## config.mk

```make
export PLATFORM = sky130hd
export DESIGN_NAME = mem_arbiter
export DESIGN_NICKNAME = d
export VERILOG_FILES = /design/src/rtl/mem_arbiter.sv
export SDC_FILE = /design/constraint.sdc
export NUM_CORES = 1
export LEC_CHECK = 0
export BUFFER_PORTS_ARGS = -buffer_cell sky130_fd_sc_hd__buf_2
export CAP_MARGIN = 40
export CORE_MARGIN = 10
export CORE_UTILIZATION = 50
export CTS_BUF_LIST = sky130_fd_sc_hd__clkbuf_8 sky130_fd_sc_hd__clkbuf_16
export DETAILED_ROUTE_END_ITERATION = 10
export PLACE_DENSITY = 0.92
export RECOVER_POWER = 50
export SLEW_MARGIN = 20
export SYNTH_ARGS = -nofsm -noshare
export SYNTH_HDL_FRONTEND = slang
export SYNTH_SLANG_ARGS = --single-unit
```

## constraint.sdc

```tcl
create_clock -name clk -period 5.3 [get_ports clk]
set_input_delay 0.265 -clock clk [delete_from_list [all_inputs] [get_ports clk]]
set_output_delay 0.265 -clock clk [all_outputs]
set_load 0.05 [all_outputs]
```

## src/rtl/mem_arbiter.sv

```systemverilog
// mem_arbiter: grants one of two ports (fixed priority, or round-robin when MEM_ARB_RR_EN is defined) and runs SETUP/STROBE/ACK on a level-strobed RAM.
// Latency: req sampled -> ack after STROBE_CYC+1 more edges; backpressure: the loser keeps req high and is served later, nothing is queued.
module mem_arbiter #(
  parameter int ADDR_W     = 9,
  parameter int DATA_W     = 32,
  parameter int STROBE_CYC = 1
) (
  input  logic              clk,
  input  logic              reset_n,
  input  logic              p0_req,
  input  logic              p0_wr,
  input  logic [ADDR_W-1:0] p0_addr,
  input  logic [DATA_W-1:0] p0_wdata,
  output logic              p0_ack,
  output logic [DATA_W-1:0] p0_rdata,
  input  logic              p1_req,
  input  logic              p1_wr,
  input  logic [ADDR_W-1:0] p1_addr,
  input  logic [DATA_W-1:0] p1_wdata,
  output logic              p1_ack,
  output logic [DATA_W-1:0] p1_rdata,
  output logic [ADDR_W-1:0] mem_address,
  output logic [DATA_W-1:0] mem_data_in,
  input  logic [DATA_W-1:0] mem_data_out,
  output logic              mem_read,
  output logic              mem_write,
  output logic              busy
);

  localparam int SC    = (STROBE_CYC < 1) ? 1 : STROBE_CYC;
  localparam int CNT_W = (SC > 1) ? $clog2(SC) : 1;
  localparam logic [CNT_W-1:0] CNT_LOAD = CNT_W'(SC - 1);

  typedef enum logic [1:0] {IDLE, SETUP, STROBE, ACK} state_t;

  state_t            state_q, state_d;
  logic [CNT_W-1:0]  cnt_q, cnt_d;
  logic              last_grant_q, last_grant_d;
  logic              gnt_q, gnt_d;
  logic              wr_q, wr_d;
  logic [ADDR_W-1:0] mem_address_q, mem_address_d;
  logic [DATA_W-1:0] mem_data_in_q, mem_data_in_d;
  logic              mem_read_q, mem_read_d;
  logic              mem_write_q, mem_write_d;
  logic              busy_q, busy_d;
  logic              p0_ack_q, p0_ack_d;
  logic              p1_ack_q, p1_ack_d;
  logic [DATA_W-1:0] p0_rdata_q, p0_rdata_d;
  logic [DATA_W-1:0] p1_rdata_q, p1_rdata_d;
  logic              win;
  logic              grant;
  logic              leave_strobe;

  // win is only meaningful when at least one port requests
  always_comb begin
    win = 1'b0;
`ifdef MEM_ARB_RR_EN
    if (p0_req && p1_req) win = ~last_grant_q;
    else                  win = p1_req;
`else
    win = ~p0_req;
`endif
  end

  always_ff @(posedge clk or negedge reset_n) begin
    if (!reset_n) state_q <= IDLE;
    else          state_q <= state_d;
  end

  always_comb begin
    state_d = state_q;
    case (state_q)
      IDLE:    if (p0_req || p1_req) state_d = SETUP;
      SETUP:   state_d = STROBE;
      STROBE:  if (cnt_q == '0) state_d = ACK;
      ACK:     state_d = IDLE;
      default: state_d = IDLE;
    endcase
  end

  assign grant        = (state_q == IDLE) && (state_d == SETUP);
  assign leave_strobe = (state_q == STROBE) && (state_d == ACK);

  always_comb begin
    last_grant_d  = last_grant_q;
    gnt_d         = gnt_q;
    wr_d          = wr_q;
    mem_address_d = mem_address_q;
    mem_data_in_d = mem_data_in_q;
    cnt_d         = cnt_q;
    p0_rdata_d    = p0_rdata_q;
    p1_rdata_d    = p1_rdata_q;
    if (grant) begin
      gnt_d         = win;
      last_grant_d  = win;
      wr_d          = win ? p1_wr    : p0_wr;
      mem_address_d = win ? p1_addr  : p0_addr;
      mem_data_in_d = win ? p1_wdata : p0_wdata;
    end
    if (state_q == SETUP)                      cnt_d = CNT_LOAD;
    else if (state_q == STROBE && cnt_q != '0) cnt_d = cnt_q - CNT_W'(1);
    // RAM clears data_out as soon as read falls, so sample on the falling edge of the strobe
    if (leave_strobe && !wr_q) begin
      if (gnt_q) p1_rdata_d = mem_data_out;
      else       p0_rdata_d = mem_data_out;
    end
    mem_read_d  = (state_d == STROBE) && !wr_q;
    mem_write_d = (state_d == STROBE) &&  wr_q;
    busy_d      = (state_d != IDLE);
    p0_ack_d    = leave_strobe && !gnt_q;
    p1_ack_d    = leave_strobe &&  gnt_q;
  end

  always_ff @(posedge clk or negedge reset_n) begin
    if (!reset_n) begin
      cnt_q         <= '0;
      last_grant_q  <= 1'b1;
      gnt_q         <= 1'b0;
      wr_q          <= 1'b0;
      mem_address_q <= '0;
      mem_data_in_q <= '0;
      mem_read_q    <= 1'b0;
      mem_write_q   <= 1'b0;
      busy_q        <= 1'b0;
      p0_ack_q      <= 1'b0;
      p1_ack_q      <= 1'b0;
      p0_rdata_q    <= '0;
      p1_rdata_q    <= '0;
    end else begin
      cnt_q         <= cnt_d;
      last_grant_q  <= last_grant_d;
      gnt_q         <= gnt_d;
      wr_q          <= wr_d;
      mem_address_q <= mem_address_d;
      mem_data_in_q <= mem_data_in_d;
      mem_read_q    <= mem_read_d;
      mem_write_q   <= mem_write_d;
      busy_q        <= busy_d;
      p0_ack_q      <= p0_ack_d;
      p1_ack_q      <= p1_ack_d;
      p0_rdata_q    <= p0_rdata_d;
      p1_rdata_q    <= p1_rdata_d;
    end
  end

  assign mem_address = mem_address_q;
  assign mem_data_in = mem_data_in_q;
  assign mem_read    = mem_read_q;
  assign mem_write   = mem_write_q;
  assign busy        = busy_q;
  assign p0_ack      = p0_ack_q;
  assign p1_ack      = p1_ack_q;
  assign p0_rdata    = p0_rdata_q;
  assign p1_rdata    = p1_rdata_q;

endmodule
```

## Word-level counts from Yosys, hierarchy flattened

Cells that the tools add are included.

| word-level totals | value |
|---|---|
| register bits | 115 |
| input port bits | 120 |
| output and inout port bits | 110 |
| word-level logic and storage cells | 46 |

| cells by class | value |
|---|---|
| add/sub/neg operators | 1 |
| bitwise logic cells | 2 |
| muxes and demuxes | 8 |
| reduce and logical (&&, ||, !) cells | 16 |
| equal/unequal tests | 6 |

Operators by type and width:

| cell | number |
|---|---|
| $mux 32 | 1 |
| $mux 9 | 1 |
| $eq 2x2->1 const B | 4 |
| $logic_and 1x1->1 | 8 |
| $pmux 2 s4 | 1 |
| $eq 2x1->1 const B | 2 |
| $mux 2 | 2 |
| $reduce_and 2->1 | 2 |
| $reduce_bool 2->1 | 2 |
| $mux 1 | 3 |
| $logic_not 1->1 | 2 |
| $logic_not 2->1 | 1 |
| $not 1->1 | 2 |
| $logic_or 1x1->1 | 1 |
| $sub 1x1->1 const B | 1 |

## Longest topological paths before layout

| logic depth | value |
|---|---|
| word-level depth | 7 |
| depth in mapped cells | 7 |
| mapped depth without buffers | 6 |

## Worst setup path after synthesis

No wires, ideal clock.

| timing path | value |
|---|---|
| kind | reg-to-reg |
| start | register state_q[0] |
| end | register p0_rdata_q[10] (netlist: p0_rdata[10]) |
| setup time | 0.125 ns |
| stages on the path, launching flop included | 8 |
| path buffers | 1 |
| data arrival time | 1.870 ns |
| path slack | 3.305 ns |
| clock period less this slack | 1.995 ns |
| required time | 5.175 ns |
| cell sequence | dfrtp_1 -> inv_1 -> ha_1 -> or4b_1 -> o2111ai_2 -> nor3_4 -> buf_6 -> mux2_4 |

| between the ends | value |
|---|---|
| word-level cells in the longest chain between the ends | 6 |
| elaborated cells on any way between the ends | 11 |
| classes of those cells | 4 x eq/ne; 3 x mux; 4 x reduce/logical |

RTL lines:

| item | RTL line | RTL |
|---|---|---|
| start, declared | 36 | `state_t state_q, state_d;` |
| start signal, assigned | 67 | `else state_q <= state_d;` |
| $eq 2x2->1, or another cell as far along | 72 | `case (state_q)` |
| $pmux 2 s4 | 72 |  |
| $eq 2x2->1 | 82 | `assign leave_strobe = (state_q == STROBE) && (state_d == ACK);` |
| $logic_and 1x1->1 * | 82 |  |
| $logic_and 1x1->1 * | 103 | `if (leave_strobe && !wr_q) begin` |
| $reduce_and 2->1 (no source line) * | n/a |  |
| end signal, assigned | 141 | `p0_rdata_q <= p0_rdata_d;` |
| end, declared | 48 | `logic [DATA_W-1:0] p0_rdata_q, p0_rdata_d;` |

Mark *: on every way between the ends. The rest lies on a longest branch, timed or not.
A chain may end at the register's enable or synchronous reset.

==> results.py <==
metrics = {
    "pwr": {
        "power.switching_mw": 2.91,
        "power_density_nw_per_um2": 816,
        "p_int_mw": 2.66,
        "ir_worst_vdd_mv": 0.419,
        "power.leakage_nw": 3.23,
        "seqPwrFrac_pct": 29.4,
        "combPwrFrac_pct": 52.4,
        "netSwitchingFraction_pct": 52.2,
        "clockPowerShare_pct": 18.2,
    },
    "worst_setup_path": {
        "path_cells": "dlygate4sd3_1 > clkbuf_1 > buf_4",
        "worstPathMaxFanout": 60,
        "cp-end-kind": "asynchronous set/reset pin",
        "cpMaxStageDelayCell": "clkbuf_1",
        "cp.required_ns": 5.85,
        "crit_path_start_kind": "primary input",
        "worstPathArrival_ns": 3.77,
        "critical_path_class": "primary input to asynchronous set/reset pin",
        "slowest_delay_ns": 2.06,
    },
    "sta": {
        "period_needed_ns": 3.22,
        "fmax_mhz": 311,
        "post-route-period-util_pct": 60.7,
        "skew_ns": 0.0107,
        "slew-limit-headroom_pct": -95.0,
        "tightest_slew_ns": 2.92,
        "final-setup-viol-count": 0,
        "hold_viol": 0,
        "setup_tns_ns": 0,
        "drv_slew": 57,
        "rsz0062_at_grt": "no",
    },
    "clock_tree": {
        "cts_tree": "done",
        "hold_buffers": 14,
        "cts_buffers": 17,
        "cts_setup_buffers": 0,
        "root_buffer": "clkbuf_8",
        "clockBufferDepth": 2,
        "worstSkewPairLatency_ns": 0.51,
        "clk_pin_slew_worst_paths_ns": 0.06,
        "htree_levels": 4,
        "clock-sinks": 115,
        "cts-resized-gates": 0,
    },
    "status": {
        "violations": "max-capacitance violations, max-slew violations",
        "status": "complete, but fails checks",
    },
    "floorplanning": {
        "core_um2": 9680,
        "die-area_um2": 14200,
        "pin_count": 230,
        "fp.dieW_um": 119,
        "die_h_um": 119,
        "num_rows": 36,
        "start_util_pct": 50.8,
    },
    "synth": {
        "synth_fa_ha_area_share_pct": 0.762,
        "ys_seq_area_share_pct": 58.4,
        "synthTopCellsByArea": "dfrtp_1, mux2_4, mux2i_1, a21oi_1, nor2_1",
        "yosysTopAreaCellShare_pct": 58.4,
        "synth_area_leader_cell": "dfrtp_1",
        "synth.area.mux_share_pct": 27.8,
        "syn-instance-count": 349,
        "ys_warn_count": 0,
        "synth_seq_cells": 115,
        "synthSimpleGateAreaFrac_pct": 5.21,
        "synth_top_family_by_area": "multiplexers",
        "synth_xor_area_share_pct": 0,
        "synth_area_per_cell_um2": 14.1,
        "synth_compound_area_share_pct": 4.90,
        "yosysUniqueCellTypes": 19,
        "synth_area_um2": 4920,
        "synth.net_count": 472,
    },
    "global_routing": {
        "grt_pass1_wl_mm": 23.6,
        "antenna_found_initial": 0,
        "grt_overflow": 0,
        "grt_max_degree": 65,
        "grt_pass1_vias": 4136,
        "grt_usage_pct": 21.4,
    },
    "final_layout": {
        "n_antenna_cell": 0,
        "syn2layout_area_growth_pct": 38.4,
        "layout.nets": 732,
        "drive_above_1_share_pct": 35.5,
        "fill_cells": 701,
        "final_util_pct": 70.4,
    },
    "placed_design": {
        "place.gp.congestion": 0.814,
        "dpl.hpwl_mm": 10.9,
        "numPortBuffers": 229,
    },
    "route": {
        "wl_per_cell_um": 22.0,
        "drc": 0,
        "drt-total-wl_mm": 16.6,
        "num_vias": 3880,
        "firstDrtPassIters": 6,
        "drt-vias-per-instance": 5.14,
        "drtIter0Drc": 309,
        "final_antenna_net_count": 0,
    },
    "job": {
        "cap_viol_max_count": 1,
    },
    "hold_path": {
        "hp-class": "primary input to register",
    },
}
power groups by stage:
stage               logic, mW  registers (mW)  clock network [mW]
CTS                      3.01            1.59                1.02
detailed placement       2.99            1.58                   0
finish                   2.92            1.64                1.01
floorplan               0.821            3.00                   0
global placement         2.91            1.55                   0
global route             3.05            1.67                1.07
cells in the final DEF (no fill, tap or decap):
master,count
nor2_1,45
or2_1,1
or4b_1,1
nand2b_1,1
clkinv_2,5
clkbuf_8,4
dlygate4sd3_1,26
clkinvlp_4,4
mux2_4,60
nor3b_1,2
clkbuf_16,16
clkinv_4,1
mux2i_1,42
a31oi_1,1
mux2_1,4
buf_4,6
dfrtp_1,115
nor3_1,2
o2111ai_2,1
a21oi_1,44
inv_6,2
inv_1,4
buf_2,119
clkbuf_1,110
nor3_4,2
nor3b_2,1
ha_1,3
worst max-delay path, delay by kind of cell:
family,cells,cell delay (ns)
buf+inv,3,3.45
synth_stat cells (all sizes together):
library cell	n
clkbuf	12
a31oi	1
inv	4
o2111ai	1
mux2	64
dfrtp	115
or4b	1
nor3b	3
nor2	45
buf	8
a21oi	44
mux2i	42
nor3	4
or2	1
ha	3
nand2b	1
state kept, by name, summed over array words and instances (netlist names), 2 cells and up:
register	count
state_q	2
p1_rdata	32
p0_rdata	32
mem_address	9
mem_data_in	32
layer usage:
metal	wire length (um)	track usage, %	vias up
li1	-	-	1732
met1	6270	23.6	1877
met2	8330	36.3	245
met3	1680	9.92	26
met4	347	6.26	0
met5	0	0	-
layout make-up:
| class | count | area, um2 | area share [%] |
|---|---|---|---|
| inverters | 4 | 15.0 | 0.220 |
| well taps | 133 | 166 | 2.44 |
| multi-input cells | 210 | 1910 | 28.0 |
| repair buffers | 261 | 1310 | 19.3 |
| flip-flops and latches | 115 | 2880 | 42.2 |
| clock buffers | 20 | 455 | 6.68 |
| clock inverters | 12 | 81.3 | 1.19 |
final timing paths:
kind | startpoint | endpoint | slack (ns) | cells after the start
setup / recovery | reset_n | mem_data_in[23]$_DFFE_PN0P_ | 2.08 | 3
hold reg to reg | p1_rdata[0]$_DFFE_PN0P_ | p1_rdata[0]$_DFFE_PN0P_ | 0.49 | 1
min in group asynchronous | reset_n | p1_rdata[17]$_DFFE_PN0P_ | 1.25 | 2
hold / removal | mem_data_out[22] | p1_rdata[22]$_DFFE_PN0P_ | 0.03 | 2
max in group clk | state_q[0]$_DFF_PN0_ | p1_rdata[31]$_DFFE_PN0P_ | 2.80 | 7
setup reg to reg | state_q[0]$_DFF_PN0_ | p1_rdata[31]$_DFFE_PN0P_ | 2.80 | 7
stage by stage:
step	setup WS, ns	instances	total power, mW	hold WS (ns)	cell area [um2]
finish	2.08	755	5.56	0.0317	6820
CTS	2.87	743	5.61	0.00000255	6840
global route	1.48	755	5.79	0.0163	6820
detailed placement	2.63	697	4.57	0.358	6160
floorplan	3.31	349	3.82	-0.0306	4920
global placement	2.76	697	4.46	0.355	6160
cell families (layout without fill, tap and decap cells):
group | Yosys count | count (layout)
flip-flops | 115 | 115
multiplexers | 106 | 106
AND/OR/NAND/NOR | 55 | 55
AO/OA/AOI/OAI | 46 | 46
buffers and inverters | 24 | 297
adder cells (fa/ha/maj) | 3 | 3
Power figures use the tool's default switching activity.
